$ cat src/rtl/zx81_tape_pkg.sv
// Shared definitions for the ZX81 cassette pulse player: FSM state codes,
// pulse counts per bit value and default timing in 6.5 MHz clocks.
package zx81_tape_pkg;

  localparam int TIMER_W        = 14;
  localparam int DEF_PULSE_HALF = 975;
  localparam int DEF_BIT_GAP    = 8450;
  localparam int DEF_FIFO_DEPTH = 16;
  localparam logic [7:0] DEF_NAME_BYTE = 8'hA6;

  localparam logic [3:0] PULSES_ZERO = 4'd4;
  localparam logic [3:0] PULSES_ONE  = 4'd9;

  typedef logic [2:0] tape_state_t;
  localparam tape_state_t ST_IDLE     = 3'd0;
  localparam tape_state_t ST_FETCH    = 3'd1;
  localparam tape_state_t ST_PULSE_HI = 3'd2;
  localparam tape_state_t ST_PULSE_LO = 3'd3;
  localparam tape_state_t ST_GAP      = 3'd4;

  // Number of pulses that encode one bit on tape.
  function automatic logic [3:0] pulses_for(input logic bit_val);
    return bit_val ? PULSES_ONE : PULSES_ZERO;
  endfunction

endpackage

$ cat src/rtl/tape_byte_fifo.sv
// Synchronous byte FIFO between the bursty loader and the pulse generator.
// Push into a full FIFO and pop from an empty one are ignored; the pop side
// only ever sees stored data (no write-through bypass).
module tape_byte_fifo
  import zx81_tape_pkg::*;
#(
  parameter int FIFO_DEPTH = DEF_FIFO_DEPTH
) (
  input  logic       clock,
  input  logic       n_reset,
  input  logic       push,
  input  logic [7:0] push_data,
  input  logic       pop,
  output logic [7:0] pop_data,
  output logic       full,
  output logic       empty
);

  localparam int AW = $clog2(FIFO_DEPTH);

  logic [7:0]    mem_q [FIFO_DEPTH];
  logic [AW-1:0] wr_ptr_q, wr_ptr_d;
  logic [AW-1:0] rd_ptr_q, rd_ptr_d;
  logic [AW:0]   count_q, count_d;
  logic          do_push, do_pop;

  assign full     = (count_q == (AW+1)'(FIFO_DEPTH));
  assign empty    = (count_q == '0);
  assign pop_data = mem_q[rd_ptr_q];

  // Pointer and occupancy bookkeeping; pointers wrap on the power-of-two depth.
  always_comb begin
    do_push  = push & ~full;
    do_pop   = pop & ~empty;
    wr_ptr_d = do_push ? wr_ptr_q + 1'b1 : wr_ptr_q;
    rd_ptr_d = do_pop  ? rd_ptr_q + 1'b1 : rd_ptr_q;
    count_d  = count_q + (AW+1)'(do_push) - (AW+1)'(do_pop);
  end

  // Control state, cleared by reset.
  always_ff @(posedge clock) begin
    if (!n_reset) begin
      wr_ptr_q <= '0;
      rd_ptr_q <= '0;
      count_q  <= '0;
    end else begin
      wr_ptr_q <= wr_ptr_d;
      rd_ptr_q <= rd_ptr_d;
      count_q  <= count_d;
    end
  end

  // Storage array; contents are meaningless until written, so no reset.
  always_ff @(posedge clock) begin
    if (do_push) mem_q[wr_ptr_q] <= push_data;
  end

endmodule

$ cat src/rtl/zx81_tape_player.sv
// ZX81 cassette pulse player: pops bytes from an input FIFO and emits them
// MSB first as pulse groups (4 pulses for a 0-bit, 9 for a 1-bit), each
// group followed by a silent gap. Dropping play aborts the current byte.
// Optional feature macro ZX81_TAPE_NAME_EN: insert NAME_BYTE as the first
// byte after reset or after a play-abort, without consuming FIFO data.
module zx81_tape_player
  import zx81_tape_pkg::*;
#(
`ifdef ZX81_TAPE_NAME_EN
  parameter logic [7:0] NAME_BYTE = DEF_NAME_BYTE,
`endif
  parameter int PULSE_HALF = DEF_PULSE_HALF,
  parameter int BIT_GAP    = DEF_BIT_GAP,
  parameter int FIFO_DEPTH = DEF_FIFO_DEPTH
) (
  input  logic       clock,
  input  logic       n_reset,
  input  logic [7:0] byte_data,
  input  logic       byte_valid,
  output logic       byte_ready,
  input  logic       play,
  output logic       tape_out,
  output logic       busy
);

  localparam logic [TIMER_W-1:0] HALF_LOAD = TIMER_W'(PULSE_HALF - 1);
  localparam logic [TIMER_W-1:0] GAP_LOAD  = TIMER_W'(BIT_GAP - 1);

  tape_state_t        state_q, state_d;
  logic [TIMER_W-1:0] timer_q, timer_d;
  logic [3:0]         pulse_cnt_q, pulse_cnt_d;
  logic [2:0]         bit_cnt_q, bit_cnt_d;
  // Bits of the current byte still to be sent after the one on tape.
  logic [6:0]         shift_q, shift_d;
  logic               tape_q, tape_d;
`ifdef ZX81_TAPE_NAME_EN
  logic               name_sent_q, name_sent_d;
`endif

  logic       fifo_full, fifo_empty, fifo_pop;
  logic [7:0] fifo_rd;
  logic [7:0] fetch_byte;
  logic       fetch_pops;
  logic       timer_done;

  tape_byte_fifo #(.FIFO_DEPTH(FIFO_DEPTH)) u_fifo (
    .clock     (clock),
    .n_reset   (n_reset),
    .push      (byte_valid),
    .push_data (byte_data),
    .pop       (fifo_pop),
    .pop_data  (fifo_rd),
    .full      (fifo_full),
    .empty     (fifo_empty)
  );

  assign byte_ready = ~fifo_full;
  assign tape_out   = tape_q;
  assign busy       = (state_q != ST_IDLE);
  assign timer_done = (timer_q == '0);

  // Select what FETCH loads: the name byte once per session, else FIFO data.
  always_comb begin
`ifdef ZX81_TAPE_NAME_EN
    fetch_byte = name_sent_q ? fifo_rd : NAME_BYTE;
    fetch_pops = name_sent_q;
`else
    fetch_byte = fifo_rd;
    fetch_pops = 1'b1;
`endif
  end

  // Next-state logic for the pulse sequencer; play low overrides everything.
  always_comb begin
    state_d     = state_q;
    timer_d     = timer_q;
    pulse_cnt_d = pulse_cnt_q;
    bit_cnt_d   = bit_cnt_q;
    shift_d     = shift_q;
    fifo_pop    = 1'b0;
`ifdef ZX81_TAPE_NAME_EN
    name_sent_d = name_sent_q;
`endif
    if (!play) begin
      state_d = ST_IDLE;
`ifdef ZX81_TAPE_NAME_EN
      if (state_q != ST_IDLE) name_sent_d = 1'b0;
`endif
    end else begin
      case (state_q)
        ST_IDLE: begin
          if (!fifo_empty) state_d = ST_FETCH;
        end
        ST_FETCH: begin
          shift_d     = fetch_byte[6:0];
          bit_cnt_d   = 3'd7;
          pulse_cnt_d = pulses_for(fetch_byte[7]);
          timer_d     = HALF_LOAD;
          state_d     = ST_PULSE_HI;
          fifo_pop    = fetch_pops;
`ifdef ZX81_TAPE_NAME_EN
          name_sent_d = 1'b1;
`endif
        end
        ST_PULSE_HI: begin
          if (timer_done) begin
            state_d = ST_PULSE_LO;
            timer_d = HALF_LOAD;
          end else begin
            timer_d = timer_q - 1'b1;
          end
        end
        ST_PULSE_LO: begin
          if (timer_done) begin
            pulse_cnt_d = pulse_cnt_q - 4'd1;
            if (pulse_cnt_q != 4'd1) begin
              state_d = ST_PULSE_HI;
              timer_d = HALF_LOAD;
            end else begin
              state_d = ST_GAP;
              timer_d = GAP_LOAD;
            end
          end else begin
            timer_d = timer_q - 1'b1;
          end
        end
        ST_GAP: begin
          if (timer_done) begin
            if (bit_cnt_q != 3'd0) begin
              pulse_cnt_d = pulses_for(shift_q[6]);
              shift_d     = {shift_q[5:0], 1'b0};
              bit_cnt_d   = bit_cnt_q - 3'd1;
              timer_d     = HALF_LOAD;
              state_d     = ST_PULSE_HI;
            end else if (!fifo_empty) begin
              state_d = ST_FETCH;
            end else begin
              state_d = ST_IDLE;
            end
          end else begin
            timer_d = timer_q - 1'b1;
          end
        end
        default: state_d = ST_IDLE;
      endcase
    end
    tape_d = (state_d == ST_PULSE_HI);
  end

  // Control registers, cleared by reset.
  always_ff @(posedge clock) begin
    if (!n_reset) begin
      state_q     <= ST_IDLE;
      timer_q     <= '0;
      pulse_cnt_q <= '0;
      bit_cnt_q   <= '0;
      tape_q      <= 1'b0;
`ifdef ZX81_TAPE_NAME_EN
      name_sent_q <= 1'b0;
`endif
    end else begin
      state_q     <= state_d;
      timer_q     <= timer_d;
      pulse_cnt_q <= pulse_cnt_d;
      bit_cnt_q   <= bit_cnt_d;
      tape_q      <= tape_d;
`ifdef ZX81_TAPE_NAME_EN
      name_sent_q <= name_sent_d;
`endif
    end
  end

  // Byte shift register; always reloaded by FETCH before use.
  always_ff @(posedge clock) begin
    shift_q <= shift_d;
  end

endmodule

$ cat config.mk
export PLATFORM = sky130hd
export DESIGN_NAME = zx81_tape_player
export DESIGN_NICKNAME = d
export VERILOG_FILES = /design/src/rtl/zx81_tape_pkg.sv /design/src/rtl/tape_byte_fifo.sv /design/src/rtl/zx81_tape_player.sv
export SDC_FILE = /design/constraint.sdc
export NUM_CORES = 1
export LEC_CHECK = 0
export CORE_MARGIN = 4
export CORE_UTILIZATION = 53
export CTS_CLUSTER_DIAMETER = 100
export DETAILED_ROUTE_END_ITERATION = 10
export DONT_BUFFER_PORTS = 1
export GPL_TIMING_DRIVEN = 0
export PLACE_DENSITY_LB_ADDON = 0.12
export SYNTH_ARGS = -nofsm -noshare
export SYNTH_HDL_FRONTEND = slang
export SYNTH_SLANG_ARGS = --single-unit
$ cat constraint.sdc
create_clock -name clock -period 2.7 [get_ports clock]
set_input_delay 0.405 -clock clock [delete_from_list [all_inputs] [get_ports clock]]
set_output_delay 0.405 -clock clock [all_outputs]
set_load 0.005 [all_outputs]
==> results.toml, run 1 <==
[placed_design]
io_buffers = 0
place_hpwl_um = 10600
place_inst = 691
gp_congestion = 0.802
post_dp_cell_area_sq_mm = 0.00791
dp_slack_ns = -0.489

[timing]
drv_slew = 0
slew_headroom_pct = 21.9
tns_ns = 0
hold_viol = 0
worst-slew-pin-transition_ns = 1.17
rsz0062_at_grt = "yes"
setup_slack_ns = 0.0571
finClkSkew_ns = 0.0163
setup_violations = 0
fmax_ghz = 0.378
layout_min_cycle_time_ns = 2.64
finalCritPeriodShare_pct = 97.9

[worst_setup_path]
worst-path-buf-inv = 2
slowest_delay_ns = 0.38
arrival_ns = 2.99
path_max_fanout = 2
start_kind = "flip-flop"
path_class = "flip-flop to flip-flop"
crit_top_cell = "a21oi_2"
cpMaxStageDelayCell = "fa_2"
critical_path.top_delay_family = "adder cells"
cp_cell_sequence = "inv_2 > ha_4 > nor4b_4 > nor4_4 > ha_1 > inv_1 > ha_2 > fa_2 > a21oi_2 > nor2_1 > or3_1 > a21oi_2"
worstPathRequired_ns = 3.05
cp-end-kind = "flip-flop"

[synthesis]
ys_ff_latch = 177
yosysTopAreaCell = "edfxtp_1"
synth_fa_ha_area_share_pct = 3.06
synth_top_family_by_area = "multiplexers"
synth_top_area_share_pct = 53.3
synth-xor-area-share_pct = 1.50
synthCells = 507
yosysUniqueCellTypes = 67
syn_area_sq_mm = 0.00761
synth_fp_nets = 537
muxShareOfSynthArea_pct = 12.0
avgSynthCellArea_sq_um = 15.0
synth_edf_count = 135
synth_flop_cell = "edfxtp_1"
synth-simple-area-share_pct = 9.83
yosysWarnings = 0
synth.area.top_cells = "edfxtp_1 53%, mux4_2 12%, dfxtp_1 11%, ha_1 2.8%, nand2_1 1.7%"
synth.yosys.seq_area_share_pct = 64.3
synth-compound-area-share_pct = 6.84
synthArstFlopShare_pct = 0

[clocking]
clk_pin_slew_ns = 0.07
cts_sinks = 177
cts_buffers = 17
cts_tree = "built"
htreeDepth = 4
cts-root-buf = "clkbuf_16"
clockBufferDepth = 2
clock_latency_ns = 0.43

[power_and_ir_drop]
seq_power_share_pct = 44.9
ir_drop_mv = 0.517
power_frac_comb_pct = 22.7
p_int_mw = 5.08
p_sw_mw = 2.19
power_density_mw_per_mm2 = 850
clkPwrFrac_pct = 32.4
sw_frac_of_total_pct = 30.2
p_total_mw = 7.27
p_leak_nw = 2.83

[die]
die_w_um = 128
pin_count = 15
rows = 43
fp.dieH_um = 128
dieArea_sq_mm = 0.0163
core_area_sq_mm = 0.0140
start_util_pct = 54.4

[cells_and_area]
design_area_sq_mm = 0.00855
syn2layout_area_growth_pct = 12.4
final_cell_count_no_fill = 726
layout-drive-gt1-share_pct = 22.0
nFillCells = 1070
num_antenna_cells = 0
nNetsFinal = 563

[detailed_routing]
drt_iter0_drc = 496
drt-total-wl_um = 15500
wire_per_inst_um = 21.4
vias = 4456
drc_errors = 0
vias_per_cell = 6.14
ant_nets = 0
drt_first_pass_iters = 5

[global_route]
grt_pass1_vias = 4311
overflow = 0
antenna_found_initial = 0
grt.busiest_layer = "met2"
grt_max_degree = 19
grt_pass1_wl_um = 24400
grtUsageMet3_pct = 5.00
groute.usage.overall_pct = 20.2
gr-usage-met1_pct = 26.6
met2_usage_pct = 33.3

[hold_path]
hp-class = "primary input to flip-flop"

[flow_run]
maxCapViolCount = 0

[outcome]
status = "finished clean"
-- power by group through the flow --
stage / Clock (mW) / Combinational (mW) / Sequential, mW
6_report: 2.35 / 1.65 / 3.27
3_5_place_dp: 0 / 1.56 / 3.30
2_1_floorplan: 0 / 1.22 / 3.27
3_3_place_gp: 0 / 1.50 / 3.29
5_1_grt: 2.52 / 1.82 / 3.29
4_1_cts: 2.38 / 1.58 / 3.26
-- final timing paths --
check,start,slack [ns],end,cells after the start
hold reg to reg,timer_q[13],0.48,timer_q[13],2
setup reg to reg,u_fifo.count_q[3],0.06,u_fifo.count_q[4],12
hold / removal,byte_data[4],0.06,u_fifo.mem_q[5][4],0
setup / recovery,u_fifo.count_q[3],0.06,u_fifo.count_q[4],12
-- layer usage --
| metal | vias up | wire (um) | share of wire, % |
|---|---|---|---|
| met5 | - | 0 | 0 |
| met4 | 0 | 221 | 1.4 |
| met3 | 18 | 778 | 5.0 |
| met2 | 150 | 8100 | 52 |
| met1 | 2261 | 6420 | 41 |
| li1 | 2027 | - | - |
-- registers in the layout, summed over array words and instances, names as in the netlist, named ones only --
signal	cells
shift_q	7
tape_out	1
u_fifo.mem_q	128
bit_cnt_q	3
timer_q	14
u_fifo.count_q	5
state_q	3
pulse_cnt_q	4
u_fifo.wr_ptr_q	4
u_fifo.rd_ptr_q	4
-- placed cells by master (no fill, tap or decap), types with 3 or more instances in the layout --
cell	instances
a211oi_1	6
a21oi_1	18
a21oi_2	3
a31oi_1	7
and2_1	11
buf_2	3
buf_4	10
clkbuf_1	12
clkbuf_16	17
clkbuf_2	5
clkinv_2	3
dfxtp_1	40
edfxtp_1	135
ha_1	15
inv_1	20
inv_6	3
inv_8	5
mux4_2	40
nand2_1	33
nand2b_1	4
nand3_1	9
nand4_1	3
nor2_1	29
nor3_1	6
nor3b_1	4
nor4_2	5
o21a_1	3
o21ai_0	4
o21ai_1	5
o221a_1	4
or3_1	8
or4_1	5
or4b_1	3
xnor2_1	6
xor2_1	7
-- metrics by stage --
| stage | utilization, % | hold WS, ns |
|---|---|---|
| after floorplan | - | 0.444 |
| after detailed placement | 56.5 | 0.468 |
| after global routing | 61.2 | 0.0305 |
| after global placement | 56.1 | 0.457 |
| final | 61.2 | 0.0624 |
| after CTS | 60.8 | 0.0468 |
-- worst reg2reg max path: stages (launching register included) --
cell	delay, ns
dfxtp_2	0.33
inv_2	0.07
ha_4	0.13
nor4b_4	0.33
nor4_4	0.12
ha_1	0.30
inv_1	0.04
ha_2	0.19
fa_2	0.38
a21oi_2	0.14
nor2_1	0.06
or3_1	0.38
a21oi_2	0.11
-- logic make-up (layout without fill, tap and decap cells) --
logic type,after synthesis,count (layout)
flip-flops,177,177
AND/OR/NAND/NOR,138,138
AO/OA/AOI/OAI,73,73
buffers and inverters,47,86
multiplexers,41,41
adder cells (fa/ha/maj),18,18
XOR/XNOR,13,13
-- cell usage after synthesis (2+ instances only) --
master / number
edfxtp_1: 135
a31o_1: 2
nand4_1: 3
a31oi_1: 7
xor2_1: 7
nor4_1: 5
o21ai_1: 5
nand3_1: 9
a211oi_1: 6
or3_1: 8
o21ai_0: 4
or4b_1: 3
o221a_1: 4
a21oi_1: 20
ha_1: 17
xnor2_1: 6
dfxtp_1: 42
o21a_1: 3
nor3b_1: 4
o22ai_1: 2
buf_4: 2
nor3_1: 6
nand2b_1: 5
buf_2: 4
nor2_1: 29
nand2_1: 34
or4_1: 5
nor2b_1: 2
nor4_2: 2
clkbuf_1: 17
and2_1: 11
o31ai_1: 2
inv_1: 22
mux4_2: 40
o41ai_1: 2
-- final cells by class --
| type | instances | area [sq um] | area share (%) |
|---|---|---|---|
| Tap cell | 180 | 225 | 2.63 |
| Clock buffer | 17 | 425 | 4.97 |
| Sequential cell | 177 | 4900 | 57.2 |
| Clock inverter | 15 | 141 | 1.65 |
| Buffer | 23 | 108 | 1.26 |
| Multi-Input combinational cell | 283 | 2610 | 30.5 |
| Timing Repair Buffer | 8 | 60.1 | 0.702 |
| Inverter | 23 | 87.6 | 1.02 |
-- timing repair --
item,4_1_cts,5_1_grt
setup endpoints to repair,7,7
hold buffers,0,0
resized for setup,7,18
pin swaps,1,7
setup buffers,1,4
Power figures use the tool's default switching activity.
==> inputs of run 2 (changes only) <==
ABC_CLOCK_PERIOD_IN_PS = 3000   (was default)
CORE_UTILIZATION = 50   (was 53)
clock period = 3 ns   (was 2.7 ns; I/O delays follow)
==> results.toml, run 2 (same netlist as run 1, synthesis figures left out) <==
[outcome]
status = "finished clean"

[timing]
hold_viol = 0
setup_violations = 0
drv_slew = 0
fmax_ghz = 0.355
finClkSkew_ns = 0.0108
rsz0062_at_grt = "no"
finalCritPeriodShare_pct = 93.9
holdWs_ns = 0.113
layout_min_cycle_time_ns = 2.82
slew_headroom_pct = 28.0
worst-slew-pin-transition_ns = 1.08

[clocking]
clock_latency_ns = 0.43
clockBufferDepth = 2
hold_buffers = 0
clk_pin_slew_ns = 0.07
cts_sinks = 177
cts_tree = "built"
cts_setup_buffers = 0
htreeDepth = 4
cts-root-buf = "clkbuf_16"
cts_buffers = 17

[die]
start_util_pct = 51.8
pin_count = 15
fp.dieH_um = 131
dieArea_sq_mm = 0.0173
die_w_um = 131
rows = 44
core_area_sq_mm = 0.0147

[cells_and_area]
nNetsFinal = 559
nFillCells = 1141
reg_top3 = "u_fifo.mem_q (128), timer_q (14), shift_q (7)"
layout-drive-gt1-share_pct = 18.3
num_antenna_cells = 0
design_area_sq_mm = 0.00848
syn2layout_area_growth_pct = 11.4
final_cell_count_no_fill = 726
final_cell_mix = "135 x edfxtp_1, 42 x dfxtp_1, 40 x mux4_2"
regMostFlops = "u_fifo.mem_q"
largest_reg_flops = 128
layout_commonest_cell = "edfxtp_1"

[detailed_routing]
vias = 4427
drt_iter0_drc = 456
vias_per_cell = 6.10
drt-total-wl_um = 16000
ant_nets = 0
drt_first_pass_iters = 5
drc_errors = 0
wire_per_inst_um = 22.0

[placed_design]
post_dp_cell_area_sq_mm = 0.00790
place_inst = 695
gp_congestion = 0.804
place_hpwl_um = 10800
io_buffers = 0

[worst_setup_path]
path_class = "flip-flop to flip-flop"
arrival_ns = 3.17
worstPathRequired_ns = 3.36
cp-end-kind = "flip-flop"
start_kind = "flip-flop"
path_max_fanout = 12

[hold_path]
hp-class = "primary input to flip-flop"

[flow_run]
maxCapViolCount = 0

[power_and_ir_drop]
p_leak_nw = 2.78
power_density_mw_per_mm2 = 763
ir_drop_mv = 0.459

[global_route]
grt_pass1_wl_um = 25100
overflow = 0
antenna_found_initial = 0
grt_pass1_vias = 4296
groute.usage.overall_pct = 19.4
grt_max_degree = 17
[run 2: final timing paths]
path	start	endpoint	slack, ns	cells past startpoint
setup / recovery	state_q[0]	u_fifo.count_q[4]	0.18	10
hold / removal	byte_data[6]	u_fifo.mem_q[9][6]	0.11	0
setup reg to reg	state_q[0]	u_fifo.count_q[4]	0.18	10
hold reg to reg	timer_q[13]	timer_q[13]	0.47	2
[run 2: repair_timing]
| item | in CTS | in global routing |
|---|---|---|
| pin swaps | 0 | 1 |
| hold endpoints to repair | 0 | 0 |
| resized for setup | 2 | 4 |
| endpoints found under the setup margin | 1 | 5 |
[run 2: power breakdown]
part	total [mW]	internal (mW)	switching (mW)	leakage (nW)
Sequential	2.94	2.81	0.131	1.56
Clock	2.11	1.16	0.950	0.266
Combinational	1.43	0.611	0.816	0.954
[run 2: critical path, stage by stage (launching register included)]
cell,delay [ns]
dfxtp_1,0.57
nand2b_1,0.25
nor4_4,0.37
ha_1,0.20
inv_1,0.04
ha_1,0.21
fa_1,0.41
a21oi_1,0.16
nor2_1,0.07
or3_1,0.34
a21oi_1,0.13
[run 2: final cells by class]
type | count | area (sq um) | area share (%)
Sequential cell | 177 | 4890 | 57.7
Multi-Input combinational cell | 283 | 2580 | 30.4
Clock buffer | 18 | 429 | 5.06
Tap cell | 184 | 230 | 2.72
Clock inverter | 14 | 131 | 1.55
Buffer | 23 | 100 | 1.18
Inverter | 23 | 86.3 | 1.02
Timing Repair Buffer | 4 | 30.0 | 0.354
[run 2: metal layers]
metal | track usage (%) | share of wire [%] | up-vias
met1 | 28.2 | 46 | 2276
met4 | 5.66 | 1.3 | 0
li1 | - | - | 2019
met2 | 29.9 | 48 | 113
met3 | 4.09 | 4.8 | 19
met5 | 0 | 0 | -
[run 2: stage by stage]
stage               power (mW)  TNS [ns]  setup slack [ns]  utilization [%]
CTS                       6.48         0            0.0603             57.6
global placement          4.32    -13.77            -0.468             53.3
floorplan                 4.02         0             0.176                -
global route              6.79         0            0.0371             57.7
detailed placement        4.37    -0.245            -0.245             53.7
finish                    6.47         0             0.184             57.7
